### src/rtl/pcie_wr_combiner.sv
// Combines dword writes into qword writes for a byte-enabled RAM.
// Holds one partial qword and emits it when full, displaced, flushed or idle too long.
module pcie_wr_combiner #(
   parameter int ADDR_NBITS = 5,
   parameter int TIMEOUT    = 16
) (
   input  logic                  clk_in,
   input  logic                  reset_in,
   input  logic                  dwValid_in,
   output logic                  dwReady_out,
   input  logic [ADDR_NBITS:0]   dwAddr_in,
   input  logic [31:0]           dwData_in,
   input  logic [3:0]            dwByteEn_in,
   input  logic                  flush_in,
   output logic                  writeEnable_out,
   output logic [7:0]            spanEnables_out,
   output logic [ADDR_NBITS-1:0] writeAddr_out,
   output logic [63:0]           writeData_out,
   output logic                  busy_out
);

   localparam logic [7:0] TIMEOUT_LAST = 8'(TIMEOUT - 1);

   logic                  hold_valid_r, hold_valid_s;
   logic [ADDR_NBITS-1:0] hold_addr_r, hold_addr_s;
   logic [63:0]           hold_data_r, hold_data_s;
   logic [7:0]            hold_be_r, hold_be_s;
   logic [7:0]            timer_r, timer_s;
   logic                  pend_r, pend_s;
   logic                  ready_r;
   logic                  we_r;
   logic [7:0]            span_r;
   logic [ADDR_NBITS-1:0] waddr_r;
   logic [63:0]           wdata_r;

   logic                  accept_s, discard_s, take_s, same_s;
   logic [ADDR_NBITS-1:0] new_addr_s;
   logic [7:0]            new_be_s, merge_be_s;
   logic [63:0]           new_data_s, merge_data_s;
   logic                  emit_s;
   logic [ADDR_NBITS-1:0] emit_addr_s;
   logic [63:0]           emit_data_s;
   logic [7:0]            emit_be_s;

   // Lane placement of the offered dword and byte-wise merge with the hold
   always_comb begin
      accept_s   = dwValid_in & ready_r;
      discard_s  = accept_s & (dwByteEn_in == 4'h0);
      take_s     = accept_s & ~discard_s;
      new_addr_s = dwAddr_in[ADDR_NBITS:1];
      same_s     = hold_valid_r & (hold_addr_r == new_addr_s);
      if (dwAddr_in[0]) begin
         new_be_s   = {dwByteEn_in, 4'h0};
         new_data_s = {dwData_in, 32'h0};
      end else begin
         new_be_s   = {4'h0, dwByteEn_in};
         new_data_s = {32'h0, dwData_in};
      end
      merge_be_s = hold_be_r | new_be_s;
      for (int i = 0; i < 8; i++) begin
         merge_data_s[8*i +: 8] = new_be_s[i] ? new_data_s[8*i +: 8] : hold_data_r[8*i +: 8];
      end
   end

   // Hold/timer next state and emission decision
   always_comb begin
      hold_valid_s = hold_valid_r;
      hold_addr_s  = hold_addr_r;
      hold_data_s  = hold_data_r;
      hold_be_s    = hold_be_r;
      timer_s      = timer_r;
      pend_s       = 1'b0;
      emit_s       = 1'b0;
      emit_addr_s  = hold_addr_r;
      emit_data_s  = hold_data_r;
      emit_be_s    = hold_be_r;
      if (pend_r) begin
         // ready is low here, so no dword can arrive alongside the deferred emit
         emit_s       = 1'b1;
         hold_valid_s = 1'b0;
         timer_s      = 8'h00;
      end else if (take_s) begin
         timer_s = 8'h00;
         if (same_s) begin
            if ((merge_be_s == 8'hFF) || flush_in) begin
               emit_s       = 1'b1;
               emit_data_s  = merge_data_s;
               emit_be_s    = merge_be_s;
               hold_valid_s = 1'b0;
            end else begin
               hold_data_s = merge_data_s;
               hold_be_s   = merge_be_s;
            end
         end else begin
            hold_addr_s  = new_addr_s;
            hold_data_s  = new_data_s;
            hold_be_s    = new_be_s;
            if (hold_valid_r) begin
               emit_s       = 1'b1;
               hold_valid_s = 1'b1;
               pend_s       = flush_in;
            end else begin
               emit_s       = flush_in;
               emit_addr_s  = new_addr_s;
               emit_data_s  = new_data_s;
               emit_be_s    = new_be_s;
               hold_valid_s = ~flush_in;
            end
         end
      end else if (hold_valid_r) begin
         if (flush_in || (!discard_s && (timer_r == TIMEOUT_LAST))) begin
            emit_s       = 1'b1;
            hold_valid_s = 1'b0;
            timer_s      = 8'h00;
         end else if (discard_s) begin
            timer_s = timer_r;
         end else begin
            timer_s = timer_r + 8'h01;
         end
      end else begin
         timer_s = 8'h00;
      end
   end

   // State and registered write port
   always_ff @(posedge clk_in or posedge reset_in) begin
      if (reset_in) begin
         hold_valid_r <= 1'b0;
         hold_addr_r  <= '0;
         hold_data_r  <= 64'h0;
         hold_be_r    <= 8'h00;
         timer_r      <= 8'h00;
         pend_r       <= 1'b0;
         ready_r      <= 1'b0;
         we_r         <= 1'b0;
         span_r       <= 8'h00;
         waddr_r      <= '0;
         wdata_r      <= 64'h0;
      end else begin
         hold_valid_r <= hold_valid_s;
         hold_addr_r  <= hold_addr_s;
         hold_data_r  <= hold_data_s;
         hold_be_r    <= hold_be_s;
         timer_r      <= timer_s;
         pend_r       <= pend_s;
         ready_r      <= ~pend_s;
         we_r         <= emit_s;
         span_r       <= emit_s ? emit_be_s : 8'h00;
         if (emit_s) begin
            waddr_r <= emit_addr_s;
            wdata_r <= emit_data_s;
         end else begin
            waddr_r <= waddr_r;
            wdata_r <= wdata_r;
         end
      end
   end

   assign dwReady_out     = ready_r;
   assign writeEnable_out = we_r;
   assign spanEnables_out = span_r;
   assign writeAddr_out   = waddr_r;
   assign writeData_out   = wdata_r;
   assign busy_out        = hold_valid_r | pend_r;

endmodule

### config.mk
export PLATFORM = sky130hd
export DESIGN_NAME = pcie_wr_combiner
export DESIGN_NICKNAME = d
export VERILOG_FILES = /design/src/rtl/pcie_wr_combiner.sv
export SDC_FILE = /design/constraint.sdc
export NUM_CORES = 1
export LEC_CHECK = 0
export BUFFER_PORTS_ARGS = -buffer_cell sky130_fd_sc_hd__buf_2
export CELL_PAD_IN_SITES_DETAIL_PLACEMENT = 2
export CELL_PAD_IN_SITES_GLOBAL_PLACEMENT = 2
export CORE_MARGIN = 4
export CORE_UTILIZATION = 33
export DETAILED_ROUTE_END_ITERATION = 16
export PLACE_DENSITY_LB_ADDON = 0.1
export SYNTH_ARGS = -nofsm -noshare
export SYNTH_HDL_FRONTEND = slang
export SYNTH_SLANG_ARGS = --single-unit
export TNS_END_PERCENT = 100
### constraint.sdc
create_clock -name clk_in -period 4.7 [get_ports clk_in]
set_input_delay 0.235 -clock clk_in [delete_from_list [all_inputs] [get_ports clk_in]]
set_output_delay 0.235 -clock clk_in [all_outputs]
set_load 0.05 [all_outputs]
=== Word level (Yosys, flattened, before mapping) ===
Cells that the tools add are included.

* Add/subtract/negate cells: 1
* Equality and inequality tests: 6
* Muxes and demuxes: 52
* Bitwise gates (word level): 11
* Reductions and logical operators: 7

{| class="wikitable"
|+ Operators by type and width
! cell !! count
|-
| 64-bit two-way mux || 8
|-
| 8-bit two-way mux || 22
|-
| 5-bit two-way mux || 4
|-
| 1-bit two-way mux || 18
|-
| 8-bit by 1-bit adder with 8-bit output (second input constant) || 1
|-
| 8-bit by 4-bit equality test with 1-bit output (second input constant) || 1
|-
| 8-bit equality test (second input constant) || 1
|-
| 8-bit OR || 1
|-
| 3-bit AND reduction || 2
|-
| 5-bit equality test || 1
|-
| 5-bit by 3-bit inequality test with 1-bit output (second input constant) || 1
|-
| 1-bit NOT || 5
|-
| 1-bit AND || 4
|-
| 4-bit logical NOT || 1
|-
| 4-bit by 3-bit inequality test with 1-bit output (second input constant) || 1
|-
| 1-bit logical OR || 2
|-
| 2-bit inequality test (second input constant) || 1
|-
| 1-bit logical AND || 1
|-
| 1-bit logical NOT || 1
|-
| 1-bit OR || 1
|}

* Register bits: 166
* Bits of input ports: 46
* Output and inout port bits: 80
* Word-level logic and storage cells: 88

=== Depth between registers and ports, before layout ===
Gate-level depths: netlist (run 1).

* Depth in word-level cells: 10
* Depth in mapped cells: 10
* Depth with buffers taken out: 7

=== Least setup slack after synthesis (run 1) ===
OpenSTA, ideal clock, no wires.

* Path type: register to register
* Start point: register ready_r, in the netlist dwReady_out
* End point: register hold_be_r[5]
* Setup time: 0.143 ns
* Arrival time: 2.144 ns
* Data required time: 4.557 ns
* Path slack: 2.413 ns
* Cell stages (with the launch flop): 10
* Path buffers: 3
* Clock period less this slack: 2.287 ns
* Cells stage by stage: dfrtp_1 -> and2_1 -> clkbuf_1 -> nand2_2 -> nor2_2 -> clkbuf_1 -> clkbuf_1 -> nand3_1 -> nand2_1 -> o21ai_0

* Word-level cells in the longest chain between the ends: 5

{| class="wikitable"
|+ RTL lines
! item !! RTL line !! text
|-
| start: declaration || 30 || <nowiki>logic ready_r;</nowiki>
|-
| start signal: assignment || 146 || <nowiki>ready_r <= ~pend_s;</nowiki>
|-
| 1-bit AND * || 47 || <nowiki>accept_s = dwValid_in & ready_r;</nowiki>
|-
| 1-bit AND || 48 || <nowiki>discard_s = accept_s & (dwByteEn_in == 4'h0);</nowiki>
|-
| 1-bit NOT || 49 || <nowiki>take_s = accept_s & ~discard_s;</nowiki>
|-
| 1-bit AND * || 49 ||
|-
| 3-bit AND reduction (no source line) * || n/a ||
|-
| end signal: assignment || 143 || <nowiki>hold_be_r <= hold_be_s;</nowiki>
|-
| end: declaration || 27 || <nowiki>logic [7:0] hold_be_r, hold_be_s;</nowiki>
|}

Every way passes the cells marked *; elsewhere a longest branch is shown, timed or not.
A chain may end at the register's enable or synchronous reset.

=== Worst setup path in the final report (run 1) ===
* Start point: register hold_valid_r
* End point: register waddr_r[1], in the netlist writeAddr_out[1]

* Word-level cells in the longest chain between the ends: 4
* Elaborated cells on any way between the ends: 10
* Those cells by class: mux: 9; bitwise: 1

{| class="wikitable"
|+ RTL lines
! item !! RTL line !! text
|-
| start: declaration || 24 || <nowiki>logic hold_valid_r, hold_valid_s;</nowiki>
|-
| start signal: assignment || 140 || <nowiki>hold_valid_r <= hold_valid_s;</nowiki>
|-
| 5-bit two-way mux (tied with other cells) || 98 || <nowiki>if (hold_valid_r) begin</nowiki>
|-
| 5-bit two-way mux or 1-bit two-way mux (tied branches) || 84 || <nowiki>if (same_s) begin</nowiki>
|-
| 5-bit two-way mux or 1-bit two-way mux (tied branches) || 82 || <nowiki>end else if (take_s) begin</nowiki>
|-
| 5-bit two-way mux or 1-bit two-way mux (tied branches) || 77 || <nowiki>if (pend_r) begin</nowiki>
|-
| end signal: assignment || 150 || <nowiki>waddr_r <= emit_addr_s;</nowiki>
|-
| end signal: assignment || 153 || <nowiki>waddr_r <= waddr_r;</nowiki>
|-
| end: declaration || 33 || <nowiki>logic [ADDR_NBITS-1:0] waddr_r;</nowiki>
|}

Several ways; a longest one is shown, not always the timed one.

==> flow_metrics.py, run 1 <==
metrics = {
    "yosys": {
        "combinational_family_with_the_most_area_after_synthesis": "compound AO/OA/AOI/OAI gates",
        "netlist_cell_types": 53,
        "synth_area_sq_mm": 0.00753,
        "ys_seq_area_frac": 0.551,
        "synth-compound-area-share": 0.272,
        "synth_mux_area_frac": 0.00814,
        "ys_warn_count": 0,
        "postSynthNetCount": 747,
        "synth_edf_count": 0,
        "asyncSetResetFlopFracSynth": 1.00,
        "synth-simple-area-share": 0.112,
        "yosys_most_used_dff": "sky130_fd_sc_hd__dfrtp_1",
        "synthesized_flop_and_latch_total": 166,
        "synth_cells": 700,
        "synth_fa_ha_area_frac": 0.00166,
        "yosys.area_share.xor_xnor": 0.0105,
        "post_synth.cell_area_avg_sq_um": 10.8,
    },
    "power": {
        "irDropWorstVdd_uv": 338,
        "power_density_mw_per_mm2": 626,
        "cellLeakagePower_nw": 3.92,
    },
    "sta": {
        "final_hold_viol_count": 0,
        "finalSetupViolations": 0,
        "tightestPinTransition_ns": 1.18,
        "post-route-min-period_ns": 3.17,
        "maxSlewViolCount": 0,
        "setup-tns-final_ns": 0,
        "max_freq_mhz": 316,
        "max-slew-margin-rel": 0.210,
        "rsz0062_at_grt": "no",
        "finalCritPeriodShare": 0.674,
        "clock_skew_ns": 0.0128,
    },
    "cells_and_area": {
        "flow.area_growth_from_synthesis_pct": 18.2,
        "seq_area_sq_mm": 0.00415,
        "multi_input_comb_area_sq_mm": 0.00306,
        "fill_cells": 2386,
        "fraction_of_final_layout_cells_sized_beyond_drive_strength_1": 0.239,
        "post-route-util": 0.395,
        "finalNetCount": 853,
    },
    "global_route": {
        "grt_pass1_wl_mm": 39.9,
        "grt_remaining_overflow": 0,
        "globalRouteTotalUtil": 0.194,
        "first_global_vias": 6960,
        "grt_antenna_before_repair": 2,
        "grt_max_degree": 167,
    },
    "clock_network": {
        "cts_hold_buf": 0,
        "cts_tree": "yes",
        "worstSkewPairLatency_ns": 0.43,
        "cts_repair_resize_count": 0,
        "cts-root-to-sink-buffers": 2,
        "cts_setup_buffers": 0,
        "clkTransAtPathRegs_ns": 0.07,
        "cts_inserted_buffers": 17,
        "ctsRootBufferMaster": "sky130_fd_sc_hd__clkbuf_16",
        "htreeDepth": 4,
        "cts.sink_count": 166,
    },
    "run_status": {
        "result_of_the_run": "completed",
    },
    "place": {
        "placer_congestion": 0.802,
        "detailed_place_hpwl_mm": 16.7,
        "portBuffers": 125,
    },
    "route": {
        "route.detailed.drc": 0,
        "post_detailed_route_wirelength_per_cell_microns": 22.2,
        "detail-route-antenna-nets": 0,
        "routed_via_density": 5.73,
        "drt_first_pass_iters": 6,
        "dr.first_iter.drc_count": 274,
        "routed-via-count": 6334,
        "routed_wl_mm": 24.6,
    },
    "die": {
        "placement_rows": 55,
        "boundaryPins": 126,
        "floorplan.die.height_microns": 159,
        "core_region_area_sq_mm": 0.0226,
        "floorplan_die_area_sq_mm": 0.0253,
        "die_width_microns": 159,
        "floorplan.initialDensity": 0.334,
    },
    "setup_path": {
        "start_kind": "flip-flop",
        "timing.critical_path.to_type": "flip-flop",
        "worst-r2r-cell-count": 6,
        "crit_required_ns": 5.04,
        "timing.critical_path.arrival_ns": 3.51,
        "critPathKind": "flip-flop to flip-flop",
        "worst-path-max-fanout": 96,
    },
    "worst_hold_path": {
        "holdCritPathClass": "input port to async pin",
    },
    "run": {
        "drv.max_cap_violation_count": 0,
    },
}
## path summary, 6_finish.rpt
| kind | from | to | slack [ns] |
|---|---|---|---|
| worst max-delay path | hold_valid_r$_DFFE_PP0P_ | writeAddr_out[1]$_DFFE_PP0P_ | 1.53 |
| worst min-delay path | reset_in | writeAddr_out[1]$_DFFE_PP0P_ | 0.004 |
| worst max register to register | hold_valid_r$_DFFE_PP0P_ | writeAddr_out[1]$_DFFE_PP0P_ | 1.53 |
| worst min register to register | hold_data_r[28]$_DFFE_PP0P_ | hold_data_r[28]$_DFFE_PP0P_ | 0.51 |
| max in group asynchronous | reset_in | timer_r[4]$_DFFE_PP0P_ | 3.90 |
| min in group clk_in | dwAddr_in[3] | hold_addr_r[2]$_DFFE_PP0P_ | 0.06 |
## routing by layer
| metal | vias to the layer above | share of wire | track usage |
|---|---|---|---|
| met1 | 3321 | 0.45 | 0.257 |
| met5 | - | 0.0011 | 0 |
| met4 | 4 | 0.015 | 0.0552 |
| met2 | 133 | 0.50 | 0.326 |
| met3 | 33 | 0.038 | 0.0399 |
| li1 | 2843 | - | - |
## synth_stat cells, types with 6 or more instances
cell,number,share of area
sky130_fd_sc_hd__dfrtp_1,166,0.55
sky130_fd_sc_hd__nor2_1,97,0.048
sky130_fd_sc_hd__a21oi_1,67,0.045
sky130_fd_sc_hd__a22o_1,64,0.074
sky130_fd_sc_hd__a32oi_1,64,0.074
sky130_fd_sc_hd__nand2_1,39,0.019
sky130_fd_sc_hd__clkbuf_1,18,0.0090
sky130_fd_sc_hd__o21ai_0,18,0.012
sky130_fd_sc_hd__buf_6,15,0.022
sky130_fd_sc_hd__nand3_1,11,0.0073
sky130_fd_sc_hd__o21ai_1,10,0.0066
sky130_fd_sc_hd__a21oi_2,9,0.010
sky130_fd_sc_hd__o31ai_1,9,0.0090
sky130_fd_sc_hd__a21boi_0,8,0.0080
sky130_fd_sc_hd__buf_2,8,0.0053
sky130_fd_sc_hd__nor2_2,8,0.0066
sky130_fd_sc_hd__nand4_1,7,0.0058
sky130_fd_sc_hd__o211ai_1,7,0.0070
sky130_fd_sc_hd__inv_1,6,0.0030
## registers in the layout, summed over array words and instances (netlist names)
| name | count |
|---|---|
| hold_be_r | 8 |
| hold_addr_r | 5 |
| timer_r | 8 |
| writeAddr_out | 5 |
| spanEnables_out | 8 |
| writeData_out | 64 |
| hold_data_r | 64 |
| hold_valid_r | 1 |
| dwReady_out | 1 |
| writeEnable_out | 1 |
| pend_r | 1 |
## critical path: stages (launching register included)
cell	delay [ns]
sky130_fd_sc_hd__dfrtp_1	0.91
sky130_fd_sc_hd__nand4_1	0.20
sky130_fd_sc_hd__a32oi_1	0.33
sky130_fd_sc_hd__o31a_2	0.90
sky130_fd_sc_hd__buf_12	0.46
sky130_fd_sc_hd__nor2_1	0.10
sky130_fd_sc_hd__a21oi_1	0.15
## where the power goes
part	leakage (nW)	internal (mW)	switching, mW
logic	1.55	0.504	1.60
registers	2.08	1.78	0.238
clock network	0.294	0.817	0.633
## per-stage QoR
stage	hold WS, ns	worst slack (ns)	cells	instance area [sq um]	total power, mW
final	0.00400	1.53	1105	8910	5.57
after global routing	0.0581	1.25	1104	8910	5.88
after CTS	0.0325	1.45	1104	8910	5.65
after detailed placement	0.484	1.35	1072	8300	4.16
after global placement	0.474	1.57	1072	8300	4.09
after floorplan	0.340	2.35	700	7540	3.60
## cells by family (layout without fill, tap and decap cells)
group / count (synthesis) / in the layout
compound gates: 276 / 276
xor+xnor: 9 / 9
fa+ha+maj: 1 / 1
buf+inv: 52 / 171
flops: 166 / 166
mux: 6 / 6
other cells: 0 / 1
simple gates: 190 / 190
## area by class of cell
| type | count | area share |
|---|---|---|
| multi-input combinational | 482 | 0.343 |
| antenna | 1 | 0.000281 |
| timing repair buffer | 133 | 0.0798 |
| inverter | 6 | 0.00295 |
| clock inverter | 13 | 0.0180 |
| clock buffer | 19 | 0.0497 |
| sequential | 166 | 0.466 |
| tap | 285 | 0.0400 |
## layout by cell type (no fill, tap or decap), drive strengths merged, types with 13 or more instances in the layout
| cell | n |
|---|---|
| a21oi | 76 |
| a22o | 64 |
| a32oi | 64 |
| buf | 133 |
| clkbuf | 19 |
| dfrtp | 166 |
| inv | 13 |
| nand2 | 40 |
| nor2 | 105 |
| o21ai | 28 |
No activity file was read; power rests on OpenSTA's default activity.
==> run 2: changes to the inputs <==
Clock period 4.7 ns to 2.8 ns, I/O delays scaled along.
==> run 2 against run 1 <==
Sequential power grew 67%. Fmax is 27% higher. Critical path depth unchanged. Total power rose by 69%. Global-route usage up 0.61 points. Via count up 3.1%. Highest routed layer unchanged. Register-to-register slack worse by 1.2 ns. Final cell count rose by 4.6%. Non-clock buffer count increased by 51. Clock power grew 64%. First-iteration DRC count grew 34%.
==> flow_metrics.py, run 2 (synthesis gave the netlist of run 1 again) <==
metrics = {
    "cells_and_area": {
        "flow.area_growth_from_synthesis_pct": 24.5,
        "count_of_non_filler_cells_in_the_finished_layout": 1156,
        "fill_cells": 2413,
        "finalNetCount": 904,
        "fraction_of_final_layout_cells_sized_beyond_drive_strength_1": 0.251,
        "post-route-cell-area_sq_mm": 0.00938,
        "final_common_cell": "sky130_fd_sc_hd__dfrtp_1",
        "most-common-layout-cells": "sky130_fd_sc_hd__dfrtp_1, sky130_fd_sc_hd__buf_2, sky130_fd_sc_hd__nor2_1",
    },
    "setup_path": {
        "source_of_the_critical_timing_path": "hold_addr_r[2]$_DFFE_PP0P_",
        "crit-reg2reg-launch": "hold_addr_r[2]$_DFFE_PP0P_",
        "max_stage_delay_ns": 0.60,
        "critPathKind": "flip-flop to flip-flop",
        "timing.critical_path.arrival_ns": 2.87,
        "start_kind": "flip-flop",
        "timing.critical_path.slowest_stage_cell": "sky130_fd_sc_hd__o21ai_1",
        "critical_path.cell_chain": "xnor2_1 > and3_1 > nand3_2 > buf_4 > o21ai_1 > a22o_1",
        "crit_required_ns": 3.17,
        "worst-path-max-fanout": 16,
        "timing.critical_path.buf_inv": 1,
        "timing.critical_path.to_type": "flip-flop",
        "crit_path_leading_delay_family": "compound AO/OA/AOI/OAI gates",
    },
    "die": {
        "floorplan.initialDensity": 0.334,
        "boundaryPins": 126,
        "floorplan_die_area_sq_mm": 0.0253,
        "floorplan.die.height_microns": 159,
        "core_region_area_sq_mm": 0.0226,
        "placement_rows": 55,
        "die_width_microns": 159,
    },
    "route": {
        "maxUsedRoutingLayer": "met5",
        "route.detailed.drc": 0,
        "met2WireLength_mm": 12.4,
        "drt_first_pass_iters": 6,
        "routed_wl_mm": 25.2,
        "dr.first_iter.drc_count": 367,
        "routed-via-count": 6528,
        "routed_via_density": 5.65,
        "post_detailed_route_wirelength_per_cell_microns": 21.8,
        "detail-route-antenna-nets": 0,
        "detail_route.wirelength.met1_mm": 11.6,
        "met3WireLength_microns": 894,
    },
    "place": {
        "placer_congestion": 0.819,
        "detailed_place_hpwl_mm": 16.7,
        "portBuffers": 125,
        "placed_area_sq_mm": 0.00847,
        "place_inst": 1093,
    },
    "sta": {
        "setup-tns-final_ns": 0,
        "max_freq_mhz": 401,
        "final_hold_viol_count": 0,
        "rsz0062_at_grt": "no",
        "maxSlewViolCount": 0,
        "clock_skew_ns": 0.0113,
        "max-slew-margin-rel": 0.384,
        "post-route-min-period_ns": 2.49,
        "tightestPinTransition_ns": 0.924,
        "finalSetupViolations": 0,
        "finalCritPeriodShare": 0.890,
    },
    "clock_network": {
        "cts_setup_buffers": 0,
        "ctsRootBufferMaster": "sky130_fd_sc_hd__clkbuf_16",
        "cts-root-to-sink-buffers": 2,
        "htreeDepth": 4,
        "cts.sink_count": 166,
        "cts_tree": "yes",
        "clkTransAtPathRegs_ns": 0.07,
        "cts_inserted_buffers": 17,
        "worstSkewPairLatency_ns": 0.44,
    },
    "power": {
        "design_power_total_mw": 9.42,
        "irDropWorstVdd_uv": 532,
        "power_density_mw_per_mm2": 1000,
        "cellLeakagePower_nw": 4.15,
    },
    "global_route": {
        "grt_pass1_wl_mm": 41.4,
        "grt_remaining_overflow": 0,
        "first_global_vias": 7360,
        "globalRouteTotalUtil": 0.201,
        "grt_antenna_before_repair": 2,
        "grt_max_degree": 167,
    },
    "run": {
        "drv.max_cap_violation_count": 0,
    },
    "worst_hold_path": {
        "holdCritPathClass": "input port to async pin",
    },
    "run_status": {
        "result_of_the_run": "completed",
    },
}
[run 2: final timing paths]
kind | end | slack (ns) | depth (start not counted)
worst max register to register | hold_data_r[43]$_DFFE_PP0P_ | 0.31 | 6
worst min-delay path | writeAddr_out[4]$_DFFE_PP0P_ | 0.005 | 3
min in group clk_in | hold_data_r[42]$_DFFE_PP0P_ | 0.01 | 2
max in group asynchronous | hold_data_r[36]$_DFFE_PP0P_ | 2.17 | 3
worst max-delay path | hold_data_r[43]$_DFFE_PP0P_ | 0.31 | 6
worst min register to register | hold_data_r[29]$_DFFE_PP0P_ | 0.51 | 1
[run 2: cell type report]
cell class	instances	area [sq um]	share of cell area
sequential	166	4150	0.443
multi-input combinational	482	3070	0.328
timing repair buffer	184	1180	0.126
clock buffer	19	453	0.0483
tap	285	357	0.0380
clock inverter	13	136	0.0145
inverter	6	26.3	0.00280
antenna	1	2.50	0.000267
[run 2: what timing repair did]
item                                    CTS  global route
endpoints found under the setup margin    0            31
hold buffers                             29             1
hold endpoints to repair                 46             1
resized for setup                         0             2
[run 2: tightest hold or removal path: stages]
cell and delay [ns]:
sky130_fd_sc_hd__buf_2 0.11, sky130_fd_sc_hd__clkinvlp_4 0.07, sky130_fd_sc_hd__buf_12 0.65
[run 2: per-stage QoR]
stage	hold WS [ns]	setup WS, ns	utilization
global placement	0.389	0.146	0.375
CTS	0.00216	0.0338	0.414
global route	-0.00836	0.0707	0.416
floorplan	0.245	0.513	-
finish	0.00494	0.309	0.416
detailed placement	0.398	-0.000236	0.375
[run 2: where the power goes]
part | switching [mW] | internal, mW | total, mW
Clock | 1.08 | 1.30 | 2.38
Sequential | 0.387 | 2.99 | 3.38
Combinational | 2.72 | 0.939 | 3.66
[run 2: metal layers]
layer	vias up	GRT usage
met5	-	0
met4	2	0.0556
met3	26	0.0357
met2	120	0.338
met1	3425	0.267
li1	2955	-
==> run 3: changes to the inputs <==
Settings changed: ABC_AREA set to 1, CORE_UTILIZATION 33 to 29.
==> run 3 against run 2 <==
Routed wire length increased by 90%. Final cell count grew 110%. Sequential power fell by 1%. Die area up 66%. Highest routed layer is now met4. Critical endpoint is now writeData_out[15]$_DFFE_PP0P_.
==> flow_metrics.py, run 3 <==
metrics = {
    "place": {
        "portBuffers": 125,
        "detailed_place_hpwl_mm": 32.2,
        "placer_congestion": 0.785,
    },
    "clock_network": {
        "cts_inserted_buffers": 17,
        "cts_tree": "yes",
        "cts_hold_buf": 7,
        "cts_repair_resize_count": 0,
        "cts.sink_count": 166,
        "cts_setup_buffers": 0,
        "worstSkewPairLatency_ns": 0.45,
        "ctsRootBufferMaster": "sky130_fd_sc_hd__clkbuf_16",
        "clkTransAtPathRegs_ns": 0.07,
        "cts-root-to-sink-buffers": 2,
        "htreeDepth": 4,
    },
    "global_route": {
        "grt_remaining_overflow": 0,
        "grt_pass1_wl_mm": 75.8,
        "first_global_vias": 13240,
        "globalRouteTotalUtil": 0.232,
        "grt_max_degree": 136,
        "grt_antenna_before_repair": 0,
    },
    "sta": {
        "maxSlewViolCount": 0,
        "finalSetupViolations": 0,
        "max_freq_mhz": 453,
        "final_hold_viol_count": 0,
        "max-slew-margin-rel": 0.443,
        "clock_skew_ns": 0.00981,
        "setup-tns-final_ns": 0,
        "rsz0062_at_grt": "no",
        "tightestPinTransition_ns": 0.836,
        "post-route-min-period_ns": 2.21,
        "finalCritPeriodShare": 0.789,
    },
    "yosys": {
        "ys_warn_count": 0,
        "synth_top_cell_area_share": 0.369,
        "netlist.top_cell.by_area": "sky130_fd_sc_hd__dfrtp_1",
        "synth_cells": 1836,
        "ys_seq_area_frac": 0.369,
        "asyncSetResetFlopFracSynth": 1.00,
        "synthTopCellsByArea": "sky130_fd_sc_hd__dfrtp_1, sky130_fd_sc_hd__nand2_1, sky130_fd_sc_hd__o21ai_0",
        "netlist_cell_types": 26,
        "post_synth.cell_area_avg_sq_um": 6.13,
        "yosys_most_used_dff": "sky130_fd_sc_hd__dfrtp_1",
        "synth_edf_count": 0,
        "synth_area_sq_mm": 0.0113,
        "synth.top_cells.by_count": "sky130_fd_sc_hd__nand2_1, sky130_fd_sc_hd__inv_1, sky130_fd_sc_hd__o21ai_0",
        "postSynthNetCount": 1883,
        "synth.most_common_cell": "sky130_fd_sc_hd__nand2_1",
        "synthesized_flop_and_latch_total": 166,
    },
    "setup_path": {
        "start_kind": "flip-flop",
        "crit_required_ns": 3.18,
        "max_stage_delay_ns": 0.47,
        "setup.worst_path.end": "writeData_out[15]$_DFFE_PP0P_",
        "crit-reg2reg-launch": "hold_valid_r$_DFFE_PP0P_",
        "worst-r2r-cell-count": 11,
        "crit_path_leading_delay_family": "buffers and inverters",
        "timing.critical_path.arrival_ns": 2.59,
        "crit_top_cell": "sky130_fd_sc_hd__nand2_1",
        "source_of_the_critical_timing_path": "hold_valid_r$_DFFE_PP0P_",
        "critPathKind": "flip-flop to flip-flop",
        "crit_cells": 11,
        "r2r_setup_slack_ns": 0.59,
        "critical_path.cell_chain": "inv_2 > buf_4 > buf_4 > nand2_1 > o21ai_0 > nand2_1 > nand2_1 > inv_1 > nand3_1 > nand3_1 > nand2_1",
        "worst-path-max-fanout": 56,
        "timing.critical_path.buf_inv": 4,
        "timing.critical_path.slowest_stage_cell": "sky130_fd_sc_hd__buf_4",
        "timing.critical_path.to_type": "flip-flop",
        "crit-reg2reg-capture": "writeData_out[15]$_DFFE_PP0P_",
    },
    "route": {
        "met3WireLength_mm": 1.30,
        "routed-via-count": 12245,
        "maxUsedRoutingLayer": "met4",
        "detail-route-antenna-nets": 0,
        "route.detailed.drc": 0,
        "dr.first_iter.drc_count": 644,
        "detail_route.wirelength.met1_mm": 22.4,
        "routed_wl_mm": 47.9,
        "post_detailed_route_wirelength_per_cell_microns": 19.6,
        "drt_first_pass_iters": 4,
        "met2WireLength_mm": 23.4,
        "routed_via_density": 5.03,
    },
    "cells_and_area": {
        "flow.area_growth_from_synthesis_pct": 16.4,
        "n_antenna_cell": 0,
        "final_common_cell": "sky130_fd_sc_hd__nand2_1",
        "fraction_of_final_layout_cells_sized_beyond_drive_strength_1": 0.109,
        "finalNetCount": 1959,
        "fill_cells": 4785,
        "most-common-layout-cells": "sky130_fd_sc_hd__nand2_1, sky130_fd_sc_hd__inv_1, sky130_fd_sc_hd__o21ai_0",
    },
    "die": {
        "die_width_microns": 205,
        "boundaryPins": 126,
        "floorplan.die.height_microns": 205,
        "placement_rows": 71,
        "core_region_area_sq_mm": 0.0380,
        "floorplan.initialDensity": 0.296,
        "floorplan_die_area_sq_mm": 0.0420,
    },
    "power": {
        "cellLeakagePower_nw": 7.12,
        "power_density_mw_per_mm2": 775,
        "irDropWorstVdd_uv": 475,
        "design_power_total_mw": 10.2,
    },
    "run": {
        "drv.max_cap_violation_count": 0,
    },
    "run_status": {
        "result_of_the_run": "completed",
    },
    "worst_hold_path": {
        "holdCritPathClass": "input port to flip-flop",
    },
}
-- run 3: cell families after synthesis --
logic type | Yosys count | share of synthesized area
DFF | 166 | 0.369
buffers and inverters | 389 | 0.142
AOI/OAI and AO/OA | 264 | 0.120
xor gates and xnor gates | 1 | 0.000778
and+or+nand+nor | 1015 | 0.367
adders and majority gates | 1 | 0.00111
-- run 3: final cells by class --
type                       instances  area, sq um  share of cell area
multi-input combinational       1281         5540               0.423
sequential                       166         4160               0.317
timing repair buffer             169         1140              0.0867
inverter                         277         1040              0.0796
tap                              511          639              0.0488
clock buffer                      22          464              0.0354
clock inverter                    10          128             0.00974
-- run 3: layer usage --
layer | GRT usage | up-vias
li1 | - | 5811
met1 | 0.308 | 6234
met2 | 0.404 | 170
met3 | 0.0271 | 30
met4 | 0.0553 | 0
met5 | 0 | -
-- run 3: worst min-delay path by stage --
stage	slack, ns	start	depth (start not counted)	end
floorplan	0.25	flush_in	1	dwReady_out$_DFF_PP0_
global placement	0.33	reset_in	3	timer_r[7]$_DFFE_PP0P_
detailed placement	0.35	reset_in	3	timer_r[7]$_DFFE_PP0P_
CTS	0.12	dwData_in[29]	5	hold_data_r[61]$_DFFE_PP0P_
global route	0.14	dwData_in[29]	5	hold_data_r[61]$_DFFE_PP0P_
finish	0.14	dwData_in[29]	5	hold_data_r[61]$_DFFE_PP0P_
-- run 3: per-stage QoR --
stage                     hold slack [ns]  utilization  area [sq um]  std cells  worst slack (ns)
after floorplan                     0.252            -         11300       1836             0.547
after global placement              0.330        0.327         12400       2397             0.613
after detailed placement            0.345        0.327         12400       2397             0.543
after CTS                           0.116        0.345         13100       2436             0.539
after global routing                0.144        0.345         13100       2436             0.362
final                               0.138        0.345         13100       2436             0.592
-- run 3: worst min-delay path, cell delays in order --
cell	delay (ns)
sky130_fd_sc_hd__buf_2	0.12
sky130_fd_sc_hd__nand2_1	0.07
sky130_fd_sc_hd__o21ai_0	0.09
sky130_fd_sc_hd__inv_1	0.06
sky130_fd_sc_hd__o21ai_1	0.06
-- run 3: where the power goes --
part | switching [mW] | internal (mW) | leakage (nW)
Sequential | 0.393 | 2.95 | 2.14
Clock | 1.06 | 1.44 | 0.293
Combinational | 3.27 | 1.05 | 4.68
